[config.mk]
export PLATFORM = sky130hd
export DESIGN_NAME = packet_unpack
export DESIGN_NICKNAME = d
export VERILOG_FILES = /design/src/rtl/packet_unpack.sv
export SDC_FILE = /design/constraint.sdc
export NUM_CORES = 1
export LEC_CHECK = 0
export CAP_MARGIN = 20
export CORE_MARGIN = 4
export CORE_UTILIZATION = 51
export DETAILED_ROUTE_END_ITERATION = 10
export GPL_TIMING_DRIVEN = 0
export PLACE_DENSITY = 0.87
export SYNTH_ARGS = -nofsm -noshare
export SYNTH_HDL_FRONTEND = slang
export SYNTH_SLANG_ARGS = --single-unit
[constraint.sdc]
create_clock -name clock -period 2.55 [get_ports clock]
set_input_delay 0.255 -clock clock [delete_from_list [all_inputs] [get_ports clock]]
set_output_delay 0.255 -clock clock [all_outputs]
set_load 0.01 [all_outputs]
[src/rtl/packet_unpack.sv]
// ---------------------------------------------------------------------------
// packet_unpack
//
// Receive-side counterpart of the packet filler. Accepts one 73-bit packet
// {valid, check[7:0], data[63:0]} per handshake, checks the parity of every
// data byte against its check bit, and replays the 8 data bytes one per
// handshake on a byte stream, byte 0 (data[7:0]) first. A saturating counter
// tracks how many valid packets carried at least one parity mismatch.
//
// Ports
//   clock          in   1   rising-edge clock
//   resetN         in   1   asynchronous active-low reset
//   pkt_in         in  73   packet {valid, check[7:0], data[63:0]}
//   pkt_in_valid   in   1   pkt_in is offered
//   pkt_in_ready   out  1   block can accept a packet (FSM in IDLE)
//   byte_out       out  8   current data byte (0 when idle)
//   byte_idx       out  3   index of byte_out within the packet
//   byte_last      out  1   byte_idx == 7 while a byte is offered
//   byte_err       out  1   byte_out parity disagrees with its check bit
//   byte_out_valid out  1   byte_out is offered
//   byte_out_ready in   1   consumer accepts byte_out
//   bad_pkt_cnt    out  8   saturating count of packets with parity errors
//   busy           out  1   FSM in SEND
//
// Build option
//   PACKET_UNPACK_DROP_BAD_EN  when defined, a valid packet with any parity
//                              mismatch is dropped whole (still counted) and
//                              byte_err is tied low. When undefined, bad
//                              packets are emitted with byte_err flagging the
//                              offending bytes.
// ---------------------------------------------------------------------------
module packet_unpack (
    input  logic        clock,
    input  logic        resetN,
    input  logic [72:0] pkt_in,
    input  logic        pkt_in_valid,
    output logic        pkt_in_ready,
    output logic [7:0]  byte_out,
    output logic [2:0]  byte_idx,
    output logic        byte_last,
    output logic        byte_err,
    output logic        byte_out_valid,
    input  logic        byte_out_ready,
    output logic [7:0]  bad_pkt_cnt,
    output logic        busy
);

    typedef enum logic {
        IDLE = 1'b0,
        SEND = 1'b1
    } state_t;

    state_t      state;
    state_t      state_nxt;

    logic [63:0] data_q;
    logic [2:0]  idx_q;
    logic [7:0]  cnt_q;

    logic        pkt_flag;
    logic [7:0]  pkt_check;
    logic [63:0] pkt_data;
    logic [7:0]  mismatch_in;
    logic        any_mismatch;

    logic        accept;
    logic        start_send;
    logic        count_bad;
    logic        handshake;
    logic        last_handshake;

    assign pkt_flag  = pkt_in[72];
    assign pkt_check = pkt_in[71:64];
    assign pkt_data  = pkt_in[63:0];

    // Per-byte parity compared against the matching check bit.
    always_comb begin
        mismatch_in = '0;
        for (int unsigned i = 0; i < 8; i++) begin
            mismatch_in[i] = (^pkt_data[8*i +: 8]) ^ pkt_check[i];
        end
    end

    assign any_mismatch = |mismatch_in;

    // Handshake terms are built from the state register directly rather
    // than from the ready/valid outputs so the FSM block never reads back
    // its own combinational outputs.
    assign accept         = pkt_in_valid && (state == IDLE);
    assign handshake      = byte_out_ready && (state == SEND);
    assign last_handshake = handshake && (idx_q == 3'd7);
    assign count_bad      = accept && pkt_flag && any_mismatch;

`ifdef PACKET_UNPACK_DROP_BAD_EN
    assign start_send = accept && pkt_flag && !any_mismatch;
`else
    assign start_send = accept && pkt_flag;
`endif

    // -----------------------------------------------------------------------
    // FSM state register
    // -----------------------------------------------------------------------
    always_ff @(posedge clock or negedge resetN) begin
        if (!resetN) begin
            state <= IDLE;
        end else begin
            state <= state_nxt;
        end
    end

    // -----------------------------------------------------------------------
    // FSM next state and handshake outputs
    // -----------------------------------------------------------------------
    always_comb begin
        state_nxt      = state;
        pkt_in_ready   = 1'b0;
        byte_out_valid = 1'b0;
        busy           = 1'b0;
        case (state)
            IDLE: begin
                pkt_in_ready = 1'b1;
                if (start_send) begin
                    state_nxt = SEND;
                end
            end
            SEND: begin
                byte_out_valid = 1'b1;
                busy           = 1'b1;
                if (last_handshake) begin
                    state_nxt = IDLE;
                end
            end
            default: begin
                state_nxt = IDLE;
            end
        endcase
    end

    // -----------------------------------------------------------------------
    // Packet holding registers and byte index
    // -----------------------------------------------------------------------
    always_ff @(posedge clock or negedge resetN) begin
        if (!resetN) begin
            data_q <= '0;
            idx_q  <= '0;
        end else if (accept) begin
            data_q <= pkt_data;
            idx_q  <= '0;
        end else if (handshake) begin
            // Wraps 7 -> 0 on the final handshake, leaving idx ready for
            // the next packet.
            idx_q <= idx_q + 3'd1;
        end
    end

    // -----------------------------------------------------------------------
    // Bad-packet counter, saturating at 255
    // -----------------------------------------------------------------------
    always_ff @(posedge clock or negedge resetN) begin
        if (!resetN) begin
            cnt_q <= '0;
        end else if (count_bad && (cnt_q != '1)) begin
            cnt_q <= cnt_q + 8'd1;
        end
    end

    assign bad_pkt_cnt = cnt_q;

    // -----------------------------------------------------------------------
    // Byte stream outputs; forced to zero outside SEND
    // -----------------------------------------------------------------------
    always_comb begin
        byte_out  = '0;
        byte_idx  = '0;
        byte_last = 1'b0;
        if (state == SEND) begin
            byte_out  = data_q[{idx_q, 3'b000} +: 8];
            byte_idx  = idx_q;
            byte_last = (idx_q == 3'd7);
        end
    end

`ifdef PACKET_UNPACK_DROP_BAD_EN
    // Bad packets never reach SEND, so no per-byte flag is kept.
    assign byte_err = 1'b0;
`else
    logic [7:0] mismatch_q;

    always_ff @(posedge clock or negedge resetN) begin
        if (!resetN) begin
            mismatch_q <= '0;
        end else if (accept) begin
            mismatch_q <= mismatch_in;
        end
    end

    assign byte_err = (state == SEND) && mismatch_q[idx_q];
`endif

endmodule

; Word-level counts from Yosys, hierarchy flattened
; Cells that the tools add are included.
[totals]
output_inout_bits = 24
reg_bits = 84
inputBits = 77
[op_classes]
n_eq_ne = 2
reduce_logical = 17
shifts = 1
n_bitwise = 9
add_sub_neg = 2
order_cmp = 1
muxes = 12
[ops]
columns = operator, n
row1 = 8-bit XOR reduction, 8
row2 = 64-bit by 7-bit indexed part select with 8-bit output, 1
row3 = 3-bit two-way mux, 3
row4 = 8-bit by 1-bit adder with 8-bit output (second input constant), 1
row5 = 8-bit two-way mux, 1
row6 = 8-bit inequality test (second input constant), 1
row7 = 8-bit OR reduction, 1
row8 = 1-bit XOR, 8
row9 = 1-bit logical AND, 7
row10 = 1-bit two-way mux, 6
row11 = 3-bit by 4-bit < comparator with 1-bit output (second input constant), 1
row12 = 3-bit by 1-bit adder with 3-bit output (second input constant), 1
row13 = 1-bit binary-select mux with 3-bit select, 1
row14 = 3-bit == test (second input constant), 1
row15 = 1-bit case mux with 2 select lines, 1
row16 = 2-bit nonzero test, 1
row17 = 1-bit inverter, 1

; Logic depth before layout (Yosys ltp)
; Gate-level depths: netlist of run 1.
[depth]
depth_word = 5
depth_mapped = 7
depth_no_buf = 7

; Least setup slack after synthesis of run 1
; No wires, ideal clock.
[synth_timing]
kind = input to register
from = input pkt_in[37]
to = register cnt_q[1], in the netlist bad_pkt_cnt[1]
cell_stages = 7
path_slack_ps = 646
arrival_ps = 1779
path_buffers = 0
t_required_ps = 2425
path_cell_list = xor2_1 xnor3_2 xnor2_2 and4_4 a21oi_2 and2_4 mux2_4
[synth_via]
elab_chain_len = 5
[synth_rtl]
columns = item, line_no
row1 = start: declaration, 35  ; input logic [72:0] pkt_in,
row2 = 8-bit XOR reduction, 80  ; mismatch_in[i] = (^pkt_data[8*i +: 8]) ^ pkt_check[i];
row3 = 1-bit XOR, 80
row4 = 8-bit OR reduction, 84  ; assign any_mismatch = |mismatch_in;
row5 = 1-bit logical AND, 92  ; assign count_bad = accept && pkt_flag && any_mismatch;
row6 = 1-bit logical AND, 162  ; end else if (count_bad && (cnt_q != '1)) begin
row7 = end signal: assignment, 163  ; cnt_q <= cnt_q + 8'd1;
row8 = end: declaration, 58  ; logic [7:0] cnt_q;
; Every way passes these cells.
; A chain may end at the register's enable or synchronous reset.

; Worst setup path in the final report of run 1
[layout_timing]
from = register idx_q[0]
to = output byte_out[1]
[layout_via]
elab_chain_len = 2
[layout_rtl]
columns = item, line_no
row1 = start: declaration, 57  ; logic [2:0] idx_q;
row2 = start signal: assignment, 152  ; idx_q <= idx_q + 3'd1;
row3 = 64-bit by 7-bit indexed part select with 8-bit output, 177  ; byte_out = data_q[{idx_q, 3'b000} +: 8];
row4 = 8-bit two-way mux, 176  ; if (state == SEND) begin
row5 = end: declaration, 38  ; output logic [7:0] byte_out,
; Every way passes these cells.

==> results.toml, run 1 <==
[power_and_ir_drop]
power_density_nw_per_um2 = 1050
p_leak_nw = 2.84
peakVddDrop_mv = 0.654

[drt]
drt_first_pass_iters = 5
wirelength_um = 12200
drtAntennaViolNets = 0
drt-met1-wl_um = 4640
via_per_inst = 5.59
wire_per_inst_um = 18.0
wl_met2_um = 6110
wl_met3_um = 885
drcViolationCount = 0
drt-initial-drc-count = 247
vias = 3798
maxUsedRoutingLayer = "met4"

[cells_and_area]
multi_input_area_um2 = 2260
layout_common_cells = "210 x nand2_1, 92 x clkdlybuf4s50_1, 83 x dfrtp_1, 37 x xnor2_1, 18 x mux4_2"
layout.nets = 649
instances_no_fill = 679
n_fill_cell = 592
final_util = 0.704
diodes = 0
drive_gt1_frac = 0.0889
seqCellArea_um2 = 2100
stdcell_area_um2 = 5870
final_common_cell = "nand2_1"
area_growth_pct = 31.8

[synth]
synth_area_per_cell_um2 = 9.80
synth_area_um2 = 4460
synth_compound_area_frac = 0.0143
synthAdderAreaFrac = 0.00842
muxShareOfSynthArea = 0.122
ys_seq_area_frac = 0.472
synth-simple-area-share = 0.213
synth_top_family_by_area = "simple AND/OR/NAND/NOR gates"
syn_nets = 535
synth.distinct_cells = 30
ys.flop_type = "dfrtp_1"
yosys_warnings = 0
synth-async-reset-ratio = 1.00
synthCells = 455
synth_edf_count = 0
synthXorXnorAreaFrac = 0.150
ys_ff_latch = 84

[sta]
hold_ws_ns = 0.282
fin_worst_skew_ns = 0.00754
timing.fmax_mhz = 394
period_minus_slack_ns = 2.54
fin_crit_sh = 0.995
hold_viol = 0
layout_setup_ws_ns = 0.0120
setup_viol = 0
maxSlewHeadroom = 0.560
maxSlewViolCount = 0
worstMarginPinSlew_ns = 0.660
rsz0062_at_grt = "yes"

[grt]
grt_pass1_wl_um = 19200
grt_pass1_vias = 4026
grt_max_degree = 74
grt_usage = 0.247
antenna_found_initial = 0
grt_overflow = 0

[placement]
numPortBuffers = 100
placed_area_um2 = 5620
routabilityCongestion = 0.875
dp_slack_ns = -0.0975
dp.cells = 661
hpwl_um = 9230

[floorplanning]
io_pins = 101
initial_core_util = 0.535
die-area_um2 = 10300
row_count = 33
core_area_um2 = 8340
die_w_um = 101
die_h_um = 101

[clock_tree]
clk_latency_ns = 0.35
h-tree-depth = 3
cts.sinks = 84
cts_tree = "yes"
cts_buffer_depth = 2
cts_buffers = 9
cts-root-buf = "clkbuf_8"
cts.clk_slew.worst_paths_ns = 0.09

[worst_setup_path]
cp-end-kind = "primary output"
crit_path_start = "idx_q[0]$_DFFE_PN0P_"
worstSetupPathType = "reg -> out"
cp_data_required_time_ns = 2.30
r2r_cells = 5
start_kind = "flop"
reg2reg_from = "state$_DFF_PN0_"
rr_endpoint = "data_q[34]$_DFFE_PN0P_"
r2r_setup_slack_ns = 0.56
path_max_fanout = 10
arrival_ns = 2.28

[status]
outcome = "finished, final reports clean"

[flow_run]
max_cap_viol_count = 0

[min_path]
hold_class = "in -> async"
registers in the layout, indices dropped and copies added (netlist names):
signal / flops
mismatch_q: 8
idx_q: 3
data_q: 64
bad_pkt_cnt: 8
state: 1
critical path, cell delays in order, from the launching register on:
cell,delay [ns]
dfrtp_2,0.44
buf_6,0.21
mux4_2,0.53
mux2i_1,0.16
nor2_1,0.09
clkdlybuf4s50_1,0.52
area by class of cell:
class                      count  area share
buffer                        22      0.0185
clock buffer                  10      0.0234
clock inverter                 6      0.0109
inverter                       1    0.000639
multi-input combinational    348       0.386
sequential                    84       0.358
tap                          105      0.0224
timing repair buffer         103       0.181
worst max-delay path by stage:
stage                            endpoint  slack (ns)  depth (start not counted)
6_report                      byte_out[1]        0.01                          5
5_1_grt                       byte_out[1]       -0.05                          5
4_1_cts                       byte_out[1]       0.002                          5
3_5_place_dp                  byte_out[3]        -0.1                          5
3_3_place_gp       data_q[60]$_DFFE_PN0P_       -1.62                          1
2_1_floorplan  bad_pkt_cnt[1]$_DFFE_PN0P_        0.65                          7
logic make-up (layout without fill, tap and decap cells):
logic type | after synthesis | in the layout
AND/OR/NAND/NOR | 239 | 239
multiplexers | 31 | 31
AO/OA/AOI/OAI | 12 | 12
buffers and inverters | 23 | 142
adder cells (fa/ha/maj) | 3 | 3
XOR/XNOR | 63 | 63
flip-flops | 84 | 84
through the flow:
stage	setup TNS (ns)	power (mW)
global route	-0.0468	6.50
finish	0	6.17
global placement	-135.82	4.96
detailed placement	-0.641	5.14
floorplan	0	3.95
CTS	0	6.18
cell usage after synthesis, types with 4 or more instances:
cell	count	area, µm²
buf_1	7	26.3
xnor3_1	7	158
mux2i_1	11	110
dfrtp_1	84	2100
nand2_1	210	788
nand3_1	4	20.0
and2_1	4	25.0
xor2_1	17	149
xnor2_1	37	324
mux4_2	18	405
o21ai_0	11	55.1
nor2_1	10	37.5
clkbuf_1	13	48.8
report_power, final:
part	total (mW)	leakage [nW]	switching, mW	internal, mW
registers	2.36	1.05	0.432	1.93
clock network	0.967	0.0983	0.489	0.478
logic	2.84	1.69	1.38	1.46
what timing repair did:
item / 4_1_cts / 5_1_grt
hold buffers: 1 / 0
endpoints found under the setup margin: 9 / 8
setup buffers: 0 / 1
pin swaps: 0 / 0
resized for setup: 9 / 8
endpoints found under the hold margin: 11 / 0
per-layer routing:
layer / global-route usage / up-vias
met5: 0 / -
met4: 0.135 / 0
met3: 0.0475 / 53
met2: 0.416 / 214
met1: 0.300 / 1837
li1: - / 1694
Power figures use the tool's default switching activity.
==> run 2: changes to the inputs <==
--- a/config.mk
+++ b/config.mk
@@ -5,7 +5,6 @@
 export SDC_FILE = /design/constraint.sdc
 export NUM_CORES = 1
 export LEC_CHECK = 0
-export CAP_MARGIN = 20
 export CORE_MARGIN = 4
 export CORE_UTILIZATION = 51
 export DETAILED_ROUTE_END_ITERATION = 10
==> results of run 2 <==
The final DEF is identical to that of run 1; final timing and power are the same.
==> run 3: changes to the inputs <==
--- a/config.mk
+++ b/config.mk
@@ -9,7 +9,7 @@
 export CORE_UTILIZATION = 51
 export DETAILED_ROUTE_END_ITERATION = 10
 export GPL_TIMING_DRIVEN = 0
-export PLACE_DENSITY = 0.87
+export PLACE_DENSITY = 0.84
 export SYNTH_ARGS = -nofsm -noshare
 export SYNTH_HDL_FRONTEND = slang
 export SYNTH_SLANG_ARGS = --single-unit
==> results.toml, run 3 (synthesized netlist as in run 1, its figures left out) <==
[worst_setup_path]
reg2reg_from = "state$_DFF_PN0_"
start_kind = "flop"
worstSetupPathType = "reg -> out"
r2r_cells = 5
path_max_fanout = 10
cp_data_required_time_ns = 2.30
crit_path_start = "idx_q[0]$_DFFE_PN0P_"
cp-end-kind = "primary output"
arrival_ns = 2.20

[cells_and_area]
area_growth_pct = 32.2
instances_no_fill = 679
diodes = 0
largest_register_ffs = 64
layout_common_cells = "210 x nand2_1, 92 x clkdlybuf4s50_1, 83 x dfrtp_1, 37 x xnor2_1, 18 x mux4_2"
n_fill_cell = 616
drive_gt1_frac = 0.0889
layout.nets = 649
final_common_cell = "nand2_1"
final_util = 0.707
top_register = "data_q"

[sta]
hold_ws_ns = 0.306
maxSlewViolCount = 0
timing.fmax_mhz = 407
rsz0062_at_grt = "no"
fin_worst_skew_ns = 0.00498
setup_viol = 0
period_minus_slack_ns = 2.45
fin_crit_sh = 0.963
maxSlewHeadroom = 0.550
hold_viol = 0
layout_setup_ws_ns = 0.0953
worstMarginPinSlew_ns = 0.675

[power_and_ir_drop]
p_leak_nw = 2.84
peakVddDrop_mv = 0.482
power_density_nw_per_um2 = 1040

[grt]
antenna_found_initial = 0
grt_usage = 0.235
grt_use_met3 = 0.0448
grtUsageMet2 = 0.397
grt_overflow = 0
grt_max_degree = 70
grt_pass1_wl_um = 18400
grt_pass1_vias = 3809
top_usage_layer = "met2"
use_met1 = 0.302

[drt]
wire_per_inst_um = 17.3
drtAntennaViolNets = 0
vias = 3664
drt-initial-drc-count = 238
drt_first_pass_iters = 5
drcViolationCount = 0
wirelength_um = 11700
via_per_inst = 5.40

[placement]
routabilityCongestion = 0.866
numPortBuffers = 100
dp_slack_ns = -0.104
dp.cells = 661
hpwl_um = 8910

[status]
outcome = "finished, final reports clean"

[floorplanning]
die-area_um2 = 10300
core_area_um2 = 8340
die_w_um = 101
die_h_um = 101
initial_core_util = 0.535
io_pins = 101
row_count = 33

[clock_tree]
cts-root-buf = "clkbuf_8"
clk_latency_ns = 0.35
cts.clk_slew.worst_paths_ns = 0.08
cts_tree = "yes"
cts.sinks = 84
h-tree-depth = 3
cts_buffer_depth = 2
cts_buffers = 9

[min_path]
hold_class = "in -> async"

[flow_run]
max_cap_viol_count = 0
[run 3: cell types whose count changed in the layout (fill, tap and decap cells not counted)]
cell	before	now
clkinvlp_4	2	4
buf_2	0	1
buf_6	1	0
clkbuf_2	3	2
clkinv_2	2	0
buf_12	0	1
clkinv_4	1	0
clkbuf_8	10	11
[run 3: timing repair]
item	4_1_cts	5_1_grt
setup endpoints to repair	9	9
resized for setup	9	11
endpoints found under the hold margin	15	0
gates cloned	0	0
hold buffers	1	0
setup buffers	0	1
[run 3: worst max-delay path: stages (launching register included)]
cell,delay (ns)
dfrtp_2,0.45
buf_12,0.17
mux4_2,0.50
mux2i_1,0.15
nor2_1,0.08
clkdlybuf4s50_1,0.51
[run 3: layout make-up]
cell class              instances  area [µm²]  area share
well taps                     105         131      0.0223
inverters                       1        3.75    0.000637
clock inverters                 5        60.1      0.0102
multi-input cells             348        2260       0.384
flip-flops and latches         84        2100       0.357
clock buffers                  11         151      0.0257
repair buffers                103        1060       0.180
plain buffers                  22         118      0.0200
[run 3: path summary, 6_finish.rpt]
kind | end | slack, ns
min in group clock | data_q[24]$_DFFE_PN0P_ | 0.48
worst min register to register | data_q[24]$_DFFE_PN0P_ | 0.48
worst min-delay path | data_q[6]$_DFFE_PN0P_ | 0.31
worst max register to register | data_q[31]$_DFFE_PN0P_ | 0.54
worst max-delay path | byte_err | 0.1
max in group asynchronous | idx_q[0]$_DFFE_PN0P_ | 1.63
[run 3: layer usage]
layer	part of all wire	wire length [µm]	vias to the layer above
li1	-	-	1694
met1	0.41	4760	1793
met2	0.50	5900	157
met3	0.071	833	20
met4	0.021	250	0
met5	0	0	-
[run 3: stage by stage]
| stage | TNS (ns) | cell area (µm²) | total power [mW] |
|---|---|---|---|
| floorplan | 0 | 4460 | 3.95 |
| global placement | -139.87 | 5590 | 4.97 |
| detailed placement | -0.344 | 5620 | 5.11 |
| CTS | 0 | 5860 | 6.15 |
| global route | 0 | 5890 | 6.52 |
| finish | 0 | 5890 | 6.14 |
[run 3: power breakdown]
group,internal [mW],total [mW],switching (mW)
logic,1.47,2.81,1.33
clock network,0.506,0.993,0.487
registers,1.93,2.34,0.412
